<file path="src/rtl/cost_request_controller.sv">
// Sequences one training sample: label -> confidences -> cost calculator launch -> cost handoff.
// Optional running cost accumulator is enabled by defining COST_ACCUM_EN.
module cost_request_controller #(
    parameter int NUM_DIGITS = 10,
    parameter int CONF_W     = 4,
    parameter int COST_W     = 8,
    parameter int TIMEOUT    = 64
) (
    input  logic                                 clk,
    input  logic                                 n_rst,
    input  logic                                 label_valid,
    input  logic [3:0]                           label_digit,
    output logic                                 label_ready,
    input  logic                                 conf_valid,
    input  logic [0:NUM_DIGITS-1][CONF_W-1:0]    confidences,
    output logic                                 cost_en,
    output logic [0:NUM_DIGITS-1]                expected_label,
    output logic [0:NUM_DIGITS-1][CONF_W-1:0]    digit_weights,
    input  logic                                 calculation_complete,
    input  logic [COST_W-1:0]                    cost_output,
    output logic                                 cost_valid,
    output logic [COST_W-1:0]                    cost_data,
    input  logic                                 cost_ready,
    output logic                                 label_error,
    output logic                                 timeout_error,
    output logic                                 busy
`ifdef COST_ACCUM_EN
    ,
    input  logic                                 clear_accum,
    output logic [15:0]                          cost_sum,
    output logic [7:0]                           sample_count
`endif
);

    localparam int              CNT_W     = $clog2(TIMEOUT);
    localparam logic [CNT_W-1:0] CNT_LAST = CNT_W'(TIMEOUT - 1);
    localparam logic [3:0]      MAX_DIGIT = 4'(NUM_DIGITS - 1);

    typedef enum logic [2:0] {
        IDLE,
        WAIT_CONF,
        LAUNCH,
        WAIT_CALC,
        PRESENT
    } state_e;

    state_e                            r_state;
    state_e                            w_next_state;
    logic [CNT_W-1:0]                  r_count;
    logic [0:NUM_DIGITS-1]             r_expected_label;
    logic [0:NUM_DIGITS-1][CONF_W-1:0] r_digit_weights;
    logic [COST_W-1:0]                 r_cost_data;
    logic                              r_label_error;
    logic                              r_timeout_error;

    logic                              w_accept;
    logic                              w_bad_label;
    logic                              w_latch_conf;
    logic                              w_capture;
    logic                              w_timeout;
    logic [0:NUM_DIGITS-1]             w_onehot;

    always_ff @(posedge clk) begin
        if (!n_rst) begin
            r_state <= IDLE;
        end else begin
            r_state <= w_next_state;
        end
    end

    // NOTE: every signal gets a default before the case so no path leaves it unassigned (no latches).
    always_comb begin
        w_next_state = r_state;
        w_accept     = 1'b0;
        w_bad_label  = 1'b0;
        w_latch_conf = 1'b0;
        w_capture    = 1'b0;
        w_timeout    = 1'b0;
        unique case (r_state)
            IDLE: begin
                if (label_valid) begin
                    if (label_digit > MAX_DIGIT) begin
                        w_bad_label = 1'b1;
                    end else begin
                        w_accept     = 1'b1;
                        w_next_state = WAIT_CONF;
                    end
                end
            end
            WAIT_CONF: begin
                if (conf_valid) begin
                    w_latch_conf = 1'b1;
                    w_next_state = LAUNCH;
                end
            end
            LAUNCH: begin
                w_next_state = WAIT_CALC;
            end
            WAIT_CALC: begin
                // Completion is checked first so it wins over an expiring timeout.
                if (calculation_complete) begin
                    w_capture    = 1'b1;
                    w_next_state = PRESENT;
                end else if (r_count == CNT_LAST) begin
                    w_timeout    = 1'b1;
                    w_next_state = IDLE;
                end
            end
            PRESENT: begin
                if (cost_ready) begin
                    w_next_state = IDLE;
                end
            end
            default: begin
                w_next_state = IDLE;
            end
        endcase
    end

    always_comb begin
        w_onehot = '0;
        for (int i = 0; i < NUM_DIGITS; i++) begin
            w_onehot[i] = (label_digit == 4'(i));
        end
    end

    // NOTE: sequential state uses non-blocking assignments so all registers update from pre-edge values.
    always_ff @(posedge clk) begin
        if (!n_rst) begin
            r_count          <= '0;
            r_expected_label <= '0;
            r_digit_weights  <= '0;
            r_cost_data      <= '0;
            r_label_error    <= 1'b0;
            r_timeout_error  <= 1'b0;
        end else begin
            r_label_error   <= w_bad_label;
            r_timeout_error <= w_timeout;
            if (w_accept) begin
                r_expected_label <= w_onehot;
            end
            if (w_latch_conf) begin
                r_digit_weights <= confidences;
            end
            if (r_state == LAUNCH) begin
                r_count <= '0;
            end else if (r_state == WAIT_CALC && !calculation_complete && r_count != CNT_LAST) begin
                r_count <= r_count + 1'b1;
            end
            if (w_capture) begin
                r_cost_data <= cost_output;
            end
        end
    end

    assign label_ready    = (r_state == IDLE);
    assign cost_en        = (r_state == LAUNCH);
    assign cost_valid     = (r_state == PRESENT);
    assign busy           = (r_state != IDLE);
    assign expected_label = r_expected_label;
    assign digit_weights  = r_digit_weights;
    assign cost_data      = r_cost_data;
    assign label_error    = r_label_error;
    assign timeout_error  = r_timeout_error;

`ifdef COST_ACCUM_EN
    logic [15:0] r_cost_sum;
    logic [7:0]  r_sample_count;
    logic [16:0] w_sum_ext;

    assign w_sum_ext = {1'b0, r_cost_sum} + 17'(cost_output);

    // Clear outranks a same-cycle capture; both totals saturate instead of wrapping.
    always_ff @(posedge clk) begin
        if (!n_rst) begin
            r_cost_sum     <= '0;
            r_sample_count <= '0;
        end else if (clear_accum) begin
            r_cost_sum     <= '0;
            r_sample_count <= '0;
        end else if (w_capture) begin
            r_cost_sum <= w_sum_ext[16] ? 16'hFFFF : w_sum_ext[15:0];
            if (r_sample_count != 8'hFF) begin
                r_sample_count <= r_sample_count + 8'd1;
            end
        end
    end

    assign cost_sum     = r_cost_sum;
    assign sample_count = r_sample_count;
`endif

endmodule
</file>
<file path="config.mk">
export PLATFORM = sky130hd
export DESIGN_NAME = cost_request_controller
export DESIGN_NICKNAME = d
export VERILOG_FILES = /design/src/rtl/cost_request_controller.sv
export SDC_FILE = /design/constraint.sdc
export NUM_CORES = 1
export LEC_CHECK = 0
export BUFFER_PORTS_ARGS = -buffer_cell sky130_fd_sc_hd__buf_2
export CORE_ASPECT_RATIO = 1.5
export CORE_UTILIZATION = 46
export CTS_BUF_LIST = sky130_fd_sc_hd__clkbuf_4 sky130_fd_sc_hd__clkbuf_8
export DETAILED_ROUTE_END_ITERATION = 16
export GPL_TIMING_DRIVEN = 1
export PLACE_DENSITY = 0.79
export SYNTH_ARGS = -nofsm -noshare
export SYNTH_HDL_FRONTEND = slang
export SYNTH_SLANG_ARGS = --single-unit
</file>
<file path="constraint.sdc">
create_clock -name clk -period 1.7 [get_ports clk]
set_input_delay 0 -clock clk [delete_from_list [all_inputs] [get_ports clk]]
set_output_delay 0 -clock clk [all_outputs]
set_load 0.005 [all_outputs]
</file>
Word-level counts from Yosys, hierarchy flattened
Index checks and enable logic that the tools add are counted.
{"block": "op_classes", "n_addsub": 1, "magnitude_cmp": 1, "eq_ne": 20, "muxes": 16, "n_bitwise": 2, "reduce_logical": 10}
{"operator": "two-way mux 3 bit", "n": 6}
{"operator": "== test 4 x 3 -> 1 bit (second input constant)", "n": 4}
{"operator": "one-hot mux 3 bit (5 select lines)", "n": 1}
{"operator": "two-way mux 1 bit", "n": 9}
{"operator": "== test 4 x 2 -> 1 bit (second input constant)", "n": 2}
{"operator": "== test 4 bit (second input constant)", "n": 2}
{"operator": "adder 6 x 1 -> 6 bit (second input constant)", "n": 1}
{"operator": "== test 3 x 2 -> 1 bit (second input constant)", "n": 2}
{"operator": "== test 6 bit (second input constant)", "n": 1}
{"operator": "inequality test 2 bit (second input constant)", "n": 3}
{"operator": "inequality test 6 bit (second input constant)", "n": 1}
{"operator": "AND reduction 5 bit", "n": 1}
{"operator": "== test 4 x 1 -> 1 bit (second input constant)", "n": 1}
{"operator": "> comparator 4 bit (second input constant)", "n": 1}
{"operator": "logical NOT 4 bit", "n": 1}
{"operator": "== test 3 x 1 -> 1 bit (second input constant)", "n": 1}
{"operator": "== test 3 bit (second input constant)", "n": 1}
{"operator": "logical NOT 3 bit", "n": 1}
{"operator": "inequality test 3 bit (second input constant)", "n": 1}
{"operator": "AND reduction 3 bit", "n": 1}
{"operator": "nonzero test 3 bit", "n": 1}
{"operator": "OR reduction 3 bit", "n": 1}
{"operator": "logical AND 1 bit", "n": 2}
{"operator": "inequality test 2 x 1 -> 1 bit (second input constant)", "n": 1}
{"operator": "3 further kinds", "n": 4}
{"block": "word_totals", "regBits": 69, "out_inout_bits": 64, "word_cells": 66}

Logic depth before layout (Yosys ltp)
Gate-level depths: netlist (run 1).
{"block": "logic_depth", "depth_word": 4, "depth_mapped": 7, "mapped_depth_nobuf": 5}

Worst setup path before layout (run 1)
No wires, ideal clock.
{"block": "synth_timing", "kind": "reg-to-reg", "start": "register r_count[0]", "end": "register r_state[1]", "setup_time_ps": 115, "arrival_time_ps": 1343, "required_ps": 1585, "setup_slack_ps": 241, "stages_incl_launch_ff": 6, "n_path_buf": 0, "synth_period_minus_slack_ps": 1459, "path_cell_list": "dfxtp_1 ha_1 nand3_1 o21ai_1 o21ai_0 and3_1"}
{"block": "synth_via", "elab_chain_cells": 3}
{"element": "start, declared", "line_no": "49", "rtl": "logic [CNT_W-1:0] r_count;"}
{"element": "start signal, assigned", "line_no": "148", "rtl": "r_count <= r_count + 1'b1;"}
{"element": "== test 6 bit", "line_no": "104", "rtl": "end else if (r_count == CNT_LAST) begin"}
{"element": "inequality test 3 bit (no line)"}
{"element": "AND reduction 5 bit (no line)"}
{"element": "end signal, assigned", "line_no": "67", "rtl": "r_state <= w_next_state;"}
{"element": "end, declared", "line_no": "47", "rtl": "state_e r_state;"}
Every way passes these cells.
A chain may end at the register's enable or synchronous reset.

Final worst setup path (run 1)
{"block": "layout_timing", "start": "register r_state[2]", "end": "register r_expected_label (netlist bit expected_label[4])"}
{"block": "layout_via", "elab_chain_cells": 2}
{"element": "logical NOT 3 bit", "line_no": "79", "rtl": "unique case (r_state)"}
{"element": "two-way mux 1 bit", "line_no": "79"}
{"element": "end signal, assigned", "line_no": "140", "rtl": "r_expected_label <= w_onehot;"}
{"element": "end, declared", "line_no": "50", "rtl": "logic [0:NUM_DIGITS-1] r_expected_label;"}
Every way passes these cells.

==> impl_metrics.ini, run 1 <==
[logic_synthesis]
synth_warnings = 0
netlist_instances = 319
synth-edff-count = 0
synth.distinct_cells = 38
synth_top_cell_area_share_pct = 52.8
mappedNetlistArea_um2 = 2620
ys_ff_latch = 69
synthTopCellsByArea = dfxtp_1, nand2_1, a21oi_1
avgSynthCellArea_um2 = 8.20
synthFlopType = dfxtp_1
async_flop_share_pct = 0
synth_top_area_cell = dfxtp_1
synth_nets = 378
synth_seq_area_share_pct = 52.8

[layout]
final_common_cell = buf_2
fin_util_pct = 73.9
nets = 554
area_growth_pct = 55.3
drive_gt1_share_pct = 30.6
antenna_cells = 0
fin_cells = 570
stdcell_area_um2 = 4060
final_cell_mix = buf_2, nand2_1, dfxtp_1, a21oi_1, dlygate4sd3_1

[clock_tree]
cts_buffers = 9
clock_sinks = 69
htreeDepth = 3
root_buffer = clkbuf_8
cts_tree = done
clock_path_buffers = 2
clk_latency_ps = 340
clk_pin_slew_ps = 70

[floorplanning]
fp.coreArea_um2 = 5490
dieArea_um2 = 6000
start_util_pct = 47.6
placementRows = 33
ioPinCount = 122
die_width_um = 63.6
dieHeight_um = 94.3

[routing]
vias = 2873
detail-route-antenna-nets = 0
wl_per_cell_um = 13.4
drt-initial-drc-count = 171
drc = 0
firstDrtPassIters = 6
viasPerCell = 5.04
wl_mm = 7.64

[place]
place_inst = 500
place.gp.congestion = 0.844
io_buffers = 121
place_area_um2 = 3290
dp_hpwl_mm = 4.55

[sta]
hold_violations = 0
finalSetupViolations = 0
worst_pin_slew_ps = 373
min_period_ps = 1610
timing.final.crit_share_pct = 94.6
maxSlewHeadroom_pct = 75.0
slew_viol_final = 0
fmax_mhz = 622
finClkSkew_ps = 10.4

[grt]
grt_antenna_before_repair = 0
grt_pass1_wl_mm = 11.8
grt_pass1_vias = 2689
grt.total_usage_pct = 25.5
grt_overflow = 0
grt_start_max_net_pins = 31

[worst_setup_path]
worstPathCellList = nor3_4, nand3_4, or4_1, a21oi_1
rrSetupSlack_ps = 90
cp.required_ps = 1970
critPathLaunch = r_state[2]$_SDFFE_PN0P_
r2r-start = r_state[2]$_SDFFE_PN0P_
r2r-end = expected_label[4]$_SDFFE_PN0P_
r2r_cells = 4
crit_path_end_kind = register
worst_path_max_delay_cell = or4_1
cp_num_cells = 4
crit_type = reg2reg
crit_end = expected_label[4]$_SDFFE_PN0P_
crit_arrival_ps = 1870
slowest_delay_ps = 510
crit_fanout = 19
crit_buf_inv = 0
critPathTopFamily = simple AND/OR/NAND/NOR gates
critPathLaunchType = register

[power]
power_uw = 3890
p_per_area_nw_per_um2 = 959
vdd_ir_drop_max_mv = 0.683
p_leak_uw = 0.00183

[job]
drv_cap = 0

[run_status]
status = finished, final reports clean

[worst_hold_path]
hp-class = in2reg
## metal layers
metal	share of wire (%)	vias to the layer above	track usage (%)
li1	-	1417	-
met1	38	1311	26.1
met2	53	124	45.8
met3	6.2	21	8.09
met4	3.0	0	13.4
met5	0	-	0
## layout make-up
| type | instances | area [um^2] |
|---|---|---|
| clock buffer | 10 | 138 |
| clock inverter | 6 | 86.3 |
| fill | 406 | 1430 |
| inverter | 3 | 11.3 |
| multi-input combinational | 228 | 1140 |
| sequential | 69 | 1380 |
| tap | 70 | 87.6 |
| timing repair buffer | 184 | 1210 |
## registers in the layout (all words and copies together) (netlist names)
| name | cells |
|---|---|
| cost_data | 8 |
| r_state | 3 |
| timeout_error | 1 |
| r_count | 6 |
| label_error | 1 |
| expected_label | 10 |
| digit_weights | 40 |
## where the power goes
group / total, uW / leakage, uW / internal [uW] / switching (uW)
clock network: 1470 / 0.000112 / 863 / 604
registers: 1750 / 0.000558 / 1700 / 47.5
logic: 677 / 0.00116 / 337 / 340
total: 3890 / 0.00183 / 2900 / 992
## synthesized netlist by cell type (2+ instances only)
library cell and count:
or4_1 5, nor2_1 6, nand3_1 2, or3_1 5, clkbuf_1 12, mux2i_1 2
a21oi_1 60, nor3_1 3, buf_2 6, xor2_1 3, nand2b_1 6, and2_1 2
o21ai_1 2, nand2_1 110, inv_1 2, dfxtp_1 69, and3_1 3
## through the flow
| step | setup TNS [ps] | setup slack [ps] | hold slack, ps |
|---|---|---|---|
| after floorplan | 0 | 241 | 118 |
| after global placement | 0 | 198 | 240 |
| after detailed placement | 0 | 106 | 248 |
| after CTS | 0 | 111 | 1.12 |
| after global routing | -13.7 | -12.8 | 30.0 |
| final | 0 | 92.6 | 26.3 |
## how the worst min path moves through the flow
stage,cells past startpoint,startpoint,to,slack [ps]
2_1_floorplan,2,label_valid,label_error$_SDFF_PN0_,120
3_3_place_gp,3,confidences[22],digit_weights[22]$_SDFFE_PN0P_,240
3_5_place_dp,3,confidences[20],digit_weights[20]$_SDFFE_PN0P_,250
4_1_cts,3,label_digit[3],expected_label[1]$_SDFFE_PN0P_,1
5_1_grt,3,label_digit[3],expected_label[2]$_SDFFE_PN0P_,30
6_report,3,label_digit[3],expected_label[2]$_SDFFE_PN0P_,30
## logic make-up (layout without fill, tap and decap cells)
group	count (synthesis)	count (layout)	synth area share [%]
compound gates	70	70	14.5
xor+xnor	4	4	1.34
fa+ha+maj	1	1	0.478
buf+inv	22	203	3.73
flops	69	69	52.8
mux	2	2	0.766
simple gates	151	151	26.4
## worst register-to-register path, delay by kind of cell (launching register included)
kind	cells	cell delay (ps)
and+or+nand+nor	3	990
AOI/OAI and AO/OA	1	160
DFF	1	390
## what timing repair did
item                       in CTS  in global routing
setup endpoints to repair       0                 14
setup buffers                   0                  2
hold buffers                   52                  0
hold endpoints to repair       54                  0
gates resized for setup         0                  3
Note: power is estimated with default switching activity, not from simulation.
==> run 2: changes to the inputs <==
BUFFER_PORTS_ARGS = -buffer_cell sky130_fd_sc_hd__buf_4   (was -buffer_cell sky130_fd_sc_hd__buf_2)
==> run 2 against run 1 <==
Compared with the run above:
- register-to-register slack improved by 30 ps
- global-route usage increased by 1.7 points
- via count increased by 0.28%
- final cell count increased by 0.18%
- clock power decreased by 3%
- critical endpoint is now expected_label[3]$_SDFFE_PN0P_
- largest cell class is now non-clock buffers
==> impl_metrics.ini, run 2 (synthesized netlist as in run 1, its figures left out) <==
[layout]
nets = 556
fin_util_pct = 79.7
drive_gt1_share_pct = 30.3
antenna_cells = 0
final_cell_mix = buf_4, nand2_1, dfxtp_1, a21oi_1, dlygate4sd3_1
final_common_cell = buf_4
stdcell_area_um2 = 4380
fin_cells = 571
n_fill_cell = 333
area_growth_pct = 67.4
largest_register_ffs = 40

[sta]
timing.final.crit_share_pct = 92.6
worst_pin_slew_ps = 409
hold_violations = 0
rsz0062_at_grt = false
setup_tns_ps = 0
slew_viol_final = 0
fmax_mhz = 636
finClkSkew_ps = 11.0
setup_ws_ps = 127
min_period_ps = 1570
finalSetupViolations = 0
maxSlewHeadroom_pct = 72.7

[clock_tree]
cts_tree = done
clk_pin_slew_ps = 80
cts_buffers = 9
htreeDepth = 3
clock_sinks = 69
clk_latency_ps = 340
root_buffer = clkbuf_8
clock_path_buffers = 2

[routing]
wl_mm = 8.13
drt-initial-drc-count = 148
firstDrtPassIters = 4
wl_per_cell_um = 14.2
viasPerCell = 5.05
vias = 2881
detail-route-antenna-nets = 0
drc = 0

[floorplanning]
start_util_pct = 47.6
ioPinCount = 122
placementRows = 33
die_width_um = 63.6
fp.coreArea_um2 = 5490
dieHeight_um = 94.3
dieArea_um2 = 6000

[worst_setup_path]
critPathLaunchType = register
crit_path_end_kind = register
crit_fanout = 16
crit_arrival_ps = 1850
crit_type = reg2reg
cp.required_ps = 1970

[grt]
grt.total_usage_pct = 27.2
grt_start_max_net_pins = 35
grt_antenna_before_repair = 0
grt_pass1_vias = 2790
grt_pass1_wl_mm = 12.5
grt_overflow = 0

[power]
p_per_area_nw_per_um2 = 901
vdd_ir_drop_max_mv = 0.684
p_leak_uw = 0.00187

[job]
drv_cap = 0

[run_status]
status = finished, final reports clean

[place]
place_inst = 500
io_buffers = 121
place_area_um2 = 3590
place.gp.congestion = 0.767
dp_hpwl_mm = 4.78
preCtsSetupSlack_ps = 141

[worst_hold_path]
hp-class = in2reg
## run 2: path summary, 6_finish.rpt
check	startpoint	slack (ps)	to	cells past startpoint
worst max register to register	r_state[2]$_SDFFE_PN0P_	130	expected_label[3]$_SDFFE_PN0P_	4
worst min-delay path	conf_valid	190	r_state[1]$_SDFFE_PN0P_	4
worst min register to register	digit_weights[15]$_SDFFE_PN0P_	460	digit_weights[15]$_SDFFE_PN0P_	2
worst max-delay path	r_state[2]$_SDFFE_PN0P_	130	expected_label[3]$_SDFFE_PN0P_	4
## run 2: cell type report
class                           instances  area [um^2]  area share, %
Sequential cell                        69         1380           31.6
Clock buffer                            9          124           2.83
Inverter                                3         11.3          0.257
Tap cell                               70         87.6           2.00
Timing Repair Buffer                  186         1540           35.1
Multi-Input combinational cell        228         1150           26.2
Clock inverter                          6         88.8           2.03
## run 2: through the flow
step,total power (uW),hold WS (ps)
2_1_floorplan,2100,118
3_3_place_gp,2400,247
3_5_place_dp,2420,255
4_1_cts,3940,165
5_1_grt,4120,222
6_report,3940,187
## run 2: critical path, cell delays in order, from the launching register on
cell	delay (ps)
dfxtp_1	400
nor3_4	250
nand3_4	200
or4_1	520
a21oi_1	140
## run 2: power breakdown
group	switching, uW	internal (uW)	total, uW	leakage (uW)
Combinational	349	414	763	0.00121
Sequential	51.6	1700	1750	0.000558
Clock	608	817	1430	0.000101
Total	1010	2930	3940	0.00187
## run 2: repair_timing
item / 4_1_cts / 5_1_grt
setup endpoints to repair: 0 / 27
gates resized for setup: 0 / 4
setup buffers: 0 / 1
hold buffers: 55 / 0
hold endpoints to repair: 58 / 0
## run 2: metal layers
layer | track usage (%) | wire length [um]
met2 | 51.4 | 4380
met3 | 4.83 | 470
met4 | 15.3 | 168
met5 | 0 | 0
met1 | 27.6 | 3110
